--- config.mk ---
export PLATFORM = sky130hd
export DESIGN_NAME = register_file_mp
export DESIGN_NICKNAME = d
export VERILOG_FILES = /design/src/rtl/regfile_pkg.sv /design/src/rtl/decoder_N.sv /design/src/rtl/regfile_read_port.sv /design/src/rtl/register_file_mp.sv
export SDC_FILE = /design/constraint.sdc
export NUM_CORES = 2
export LEC_CHECK = 0
export CORE_UTILIZATION = 46
export CTS_BUF_LIST = sky130_fd_sc_hd__clkbuf_8 sky130_fd_sc_hd__clkbuf_16
export CTS_CLUSTER_SIZE = 14
export DETAILED_ROUTE_END_ITERATION = 10
export SYNTH_ARGS = -nofsm -noshare
export SYNTH_HDL_FRONTEND = slang
export SYNTH_SLANG_ARGS = --single-unit
--- constraint.sdc ---
create_clock -name i_CLK -period 2.6 [get_ports i_CLK]
set_input_delay 0.52 -clock i_CLK [delete_from_list [all_inputs] [get_ports i_CLK]]
set_output_delay 0.52 -clock i_CLK [all_outputs]
set_load 0.005 [all_outputs]
--- src/rtl/regfile_pkg.sv ---
// Shared constants and helpers for the multi-port register file.
// Optional write-to-read bypass is enabled by REGFILE_WRITE_BYPASS_EN.
package regfile_pkg;

  localparam int REG_ZERO = 0;
  localparam int DEF_DATA_WIDTH = 32;
  localparam int DEF_NUM_REGS = 32;
  localparam int DEF_NUM_READ = 2;
  localparam int DEF_NUM_WRITE = 2;

  function automatic int addr_width(input int n);
    return (n <= 2) ? 1 : $clog2(n);
  endfunction

endpackage

--- src/rtl/decoder_N.sv ---
// Enabled N-bit to one-hot decoder.
module decoder_N #(
  parameter int N = 5,
  localparam int M = 1 << N
) (
  input  logic         en_i,
  input  logic [N-1:0] sel_i,
  output logic [M-1:0] dec_o
);

  always_comb begin
    dec_o = '0;
    if (en_i) dec_o[sel_i] = 1'b1;
  end

endmodule

--- src/rtl/regfile_read_port.sv ---
// One combinational read port: data mux, pending lookup, zero forcing.
// REGFILE_WRITE_BYPASS_EN adds same-cycle forwarding from write ports.
module regfile_read_port
  import regfile_pkg::*;
#(
  parameter int DATA_WIDTH = DEF_DATA_WIDTH,
  parameter int NUM_REGISTERS = DEF_NUM_REGS,
  parameter int NUM_WRITE = DEF_NUM_WRITE,
  localparam int AW = addr_width(NUM_REGISTERS)
) (
  input  logic [NUM_REGISTERS-1:0][DATA_WIDTH-1:0] regs_i,
  input  logic [NUM_REGISTERS-1:0]                 busy_i,
  input  logic [AW-1:0]                            ra_i,
  input  logic [NUM_WRITE-1:0]                     we_i,
  input  logic [NUM_WRITE*AW-1:0]                  wa_i,
  input  logic [NUM_WRITE*DATA_WIDTH-1:0]          wd_i,
  output logic [DATA_WIDTH-1:0]                    rd_o,
  output logic                                     pending_o
);

  logic is_zero;
  assign is_zero = (ra_i == AW'(REG_ZERO));

`ifdef REGFILE_WRITE_BYPASS_EN
  always_comb begin
    rd_o = is_zero ? '0 : regs_i[ra_i];
    pending_o = is_zero ? 1'b0 : busy_i[ra_i];
    // Later ports override earlier ones, matching write priority.
    for (int k = 0; k < NUM_WRITE; k++) begin
      if (we_i[k] && !is_zero && wa_i[k*AW +: AW] == ra_i) begin
        rd_o = wd_i[k*DATA_WIDTH +: DATA_WIDTH];
        pending_o = 1'b0;
      end
    end
  end
`else
  logic unused_wr;
  assign unused_wr = ^{we_i, wa_i, wd_i};

  always_comb begin
    rd_o = is_zero ? '0 : regs_i[ra_i];
    pending_o = is_zero ? 1'b0 : busy_i[ra_i];
  end
`endif

endmodule

--- src/rtl/register_file_mp.sv ---
// Multi-port register file with pending-write scoreboard.
// Optional same-cycle bypass: define REGFILE_WRITE_BYPASS_EN.
module register_file_mp
  import regfile_pkg::*;
#(
  parameter int DATA_WIDTH = DEF_DATA_WIDTH,
  parameter int NUM_REGISTERS = DEF_NUM_REGS,
  parameter int NUM_READ = DEF_NUM_READ,
  parameter int NUM_WRITE = DEF_NUM_WRITE,
  localparam int AW = addr_width(NUM_REGISTERS)
) (
  input  logic                            i_CLK,
  input  logic                            i_RST,
  input  logic [NUM_WRITE-1:0]            i_WE,
  input  logic [NUM_WRITE*AW-1:0]         i_WA,
  input  logic [NUM_WRITE*DATA_WIDTH-1:0] i_WD,
  input  logic [NUM_READ*AW-1:0]          i_RA,
  output logic [NUM_READ*DATA_WIDTH-1:0]  o_RD,
  input  logic                            i_ISSUE,
  input  logic [AW-1:0]                   i_ISSUE_RD,
  output logic [NUM_READ-1:0]             o_RA_PENDING,
  output logic [NUM_REGISTERS-1:0]        o_BUSY
);

  logic [NUM_WRITE-1:0][NUM_REGISTERS-1:0] wdec;
  logic [NUM_REGISTERS-1:0] idec;
  logic [NUM_REGISTERS-1:0] wr_hit;
  logic [NUM_REGISTERS-1:0] busy_d, busy_q;
  logic [NUM_REGISTERS-1:0][DATA_WIDTH-1:0] regs_d, regs_q;

  for (genvar k = 0; k < NUM_WRITE; k++) begin : g_wdec
    decoder_N #(.N(AW)) u_wdec (
      .en_i (i_WE[k]),
      .sel_i(i_WA[k*AW +: AW]),
      .dec_o(wdec[k])
    );
  end

  decoder_N #(.N(AW)) u_idec (
    .en_i (i_ISSUE),
    .sel_i(i_ISSUE_RD),
    .dec_o(idec)
  );

  always_comb begin
    regs_d = regs_q;
    wr_hit = '0;
    for (int k = 0; k < NUM_WRITE; k++) begin
      for (int r = 0; r < NUM_REGISTERS; r++) begin
        if (wdec[k][r]) begin
          regs_d[r] = i_WD[k*DATA_WIDTH +: DATA_WIDTH];
          wr_hit[r] = 1'b1;
        end
      end
    end
    // A same-cycle issue is a newer producer, so set beats clear.
    busy_d = (busy_q & ~wr_hit) | idec;
    regs_d[REG_ZERO] = '0;
    busy_d[REG_ZERO] = 1'b0;
  end

  always_ff @(posedge i_CLK) begin
    if (i_RST) begin
      regs_q <= '0;
      busy_q <= '0;
    end else begin
      regs_q <= regs_d;
      busy_q <= busy_d;
    end
  end

  assign o_BUSY = busy_q;

  for (genvar j = 0; j < NUM_READ; j++) begin : g_rd
    regfile_read_port #(
      .DATA_WIDTH   (DATA_WIDTH),
      .NUM_REGISTERS(NUM_REGISTERS),
      .NUM_WRITE    (NUM_WRITE)
    ) u_rp (
      .regs_i   (regs_q),
      .busy_i   (busy_q),
      .ra_i     (i_RA[j*AW +: AW]),
      .we_i     (i_WE),
      .wa_i     (i_WA),
      .wd_i     (i_WD),
      .rd_o     (o_RD[j*DATA_WIDTH +: DATA_WIDTH]),
      .pending_o(o_RA_PENDING[j])
    );
  end

endmodule
==> out/metrics.yaml <==
met2_usage: 0.694
yosys-top-cells-area: "dfxtp_1, a311oi_1, mux4_2"
wl_um: 369000
cts_tree: "built"
cts_buffer_depth: 3
final_area_sq_um: 80700
cts.sinks: 1023
nets: 7857
most-common-layout-cells: "nand2_1, nor2_1, a311oi_1"
cp_top_family: "multiplexers"
drt_iter0_markers: 12700
maxCapViolCount: 0
cts_root_buffer: "clkbuf_16"
worst_skew_pair.late_latency_ns: 0.76
antenna_found_initial: 27
synthXorXnorAreaFrac: 0
place.detailed.hpwl_um: 237000
die_area_sq_um: 136000
clk_pin_slew_ns: 0.06
crit_chain: "mux4_2, o211ai_1, nand4_1, buf_4, buf_6"
final.min_clock_period_ns: 3.37
synth_compound_area_frac: 0.194
crit_fanout: 3
p_per_area_nw_per_um2: 516
max_stage_delay_ns: 0.61
busiest_layer: "met2"
cp_slowest_cell: "mux4_2"
use_met1: 0.662
setup_viol: 66
netlist_area_sq_um: 61800
ys_ff_latch: 1023
cts_buffers: 120
grtUsageMet3: 0.219
die_h_um: 368
grt_usage: 0.525
final_max_slew_viol_count: 0
synth_top_area_cell: "dfxtp_1"
synth_adder_area_share: 0
synth-simple-area-share: 0.219
gp_congestion: 1.06
violations: "setup timing"
die_w_um: 368
synth_flop_cell: "dfxtp_1"
vias_per_cell: 7.47
worstSetupEndpointType: "output pin"
final_common_cell: "nand2_1"
core_sq_um: 133000
slew_headroom: 0.459
vdd_drop_max_mv: 0.537
min_path_type: "in -> reg"
dp_cells: 9274
grt_pass1_wl_um: 509000
synth_nets: 7522
crit_path_start_kind: "flop"
dpl-instance-area_sq_um: 72700
synth_enable_flop_cells: 0
synthMuxAreaShare: 0.185
vias: 72000
leakagePower_nw: 28.6
outcome: "complete, but fails checks"
wl_per_cell_um: 38.3
ff_latch_area_sq_um: 20800
dr.pass1.iters: 7
synthCells: 7428
overflow: 0
multi_input_area_sq_um: 39100
grt_pass1_vias: 65900
synth.avg_cell_area_sq_um: 8.32
yosysUniqueCellTypes: 56
areaGrowthSynthToFinish_pct: 30.7
critPathBufInv: 2
synth_top_family_by_area: "simple AND/OR/NAND/NOR gates"
max_freq_ghz: 0.297
yosysSeqAreaShare: 0.332
antenna_left: 0
start_util: 0.463
finalHoldViolCount: 0
rsz0062_at_grt: "yes"
crit_arrival_ns: 2.85
synth_top_cell_area_share: 0.332
htreeDepth: 3
port_buffers: 190
tightest_slew_ns: 0.806
ioPinCount: 192
final.fill_count: 11400
fin_crit_sh: 1.30
critPathRequiredTime_ns: 2.08
drive_above_1_share: 0.285
yosysWarnings: 0
grt_max_degree: 83
fin_skew_ns: 0
num_rows: 134
instances_no_fill: 9632
synth_async_sr_flop_share: 0
drc: 0
crit_type: "reg -> out"
fin_ws_ns: -0.770
sequential cells by signal, summed over array words and instances (netlist names):
name    count
regs_q    992
o_BUSY     31
power breakdown:
group,switching [mW],internal (mW)
registers,0.256,16.0
clock network,7.68,10.8
logic,4.23,2.70
total,12.2,29.5
through the flow:
stage                     hold WS (ns)   util  power (mW)  TNS (ns)  worst slack, ns
after global routing             0.241  0.605        42.1    -16.17           -0.711
after CTS                        0.236  0.598        41.0    -13.57           -0.597
after detailed placement         0.482  0.545        22.5    -71.70            -1.68
after global placement           0.476  0.545        22.5    -65.68            -1.64
after floorplan                  0.464      -        19.3         0           0.0213
final                            0.255  0.606        41.7    -16.46           -0.770
synthesized netlist by cell type, types with 6 or more instances:
library cell and n:
a211oi_1 17, a21oi_1 36, a221o_1 13, a221oi_1 65
a22oi_1 136, a311oi_1 995, a32oi_1 33, and2_1 26
and4b_1 6, and4bb_2 6, buf_1 100, buf_2 216
buf_4 47, buf_6 18, clkbuf_1 617, dfxtp_1 1023
mux2_2 37, mux2i_1 281, mux4_1 7, mux4_2 354
nand2_1 1571, nand2b_1 50, nand3_1 501, nand4_1 13
nor2_1 1064, nor2b_1 12, nor3b_1 7, o211ai_1 43
o221ai_1 35, o22ai_1 37, or3_1 18
metal layers:
metal	part of all wire	vias up
li1	-	28300
met1	0.35	34500
met2	0.38	7099
met3	0.17	2042
met4	0.10	42
met5	0.00089	-
cell families (layout without fill, tap and decap cells):
group           after synthesis  after routing
flops                      1023           1023
other cells                   1              8
compound gates             1421           1421
buf+inv                    1004           1433
mux                         680            680
simple gates               3299           3299
what timing repair did:
action / in CTS / in global routing
setup endpoints to repair: 66 / 66
pin swaps: 139 / 119
setup buffers: 116 / 55
cloned: 13 / 2
gates resized for setup: 755 / 192
hold buffers: 0 / 0
worst paths after layout:
kind / from / end / slack, ns / cells past startpoint
min reg2reg: regs_q[638] / regs_q[638] / 0.49 / 2
max reg2reg: regs_q[839] / regs_q[839] / 1.56 / 3
min: i_RST / regs_q[563] / 0.25 / 2
max: regs_q[255] / o_RD[63] / -0.77 / 5
layout make-up:
| class | count | area share |
|---|---|---|
| Clock inverter | 67 | 0.00956 |
| Tap cell | 1768 | 0.0274 |
| Antenna cell | 7 | 0.000217 |
| Multi-Input combinational cell | 5401 | 0.485 |
| Sequential cell | 1023 | 0.257 |
| Inverter | 3 | 0.000140 |
| Clock buffer | 149 | 0.0424 |
| Timing Repair Buffer | 1214 | 0.178 |
Note: power is estimated with default switching activity, not from simulation.
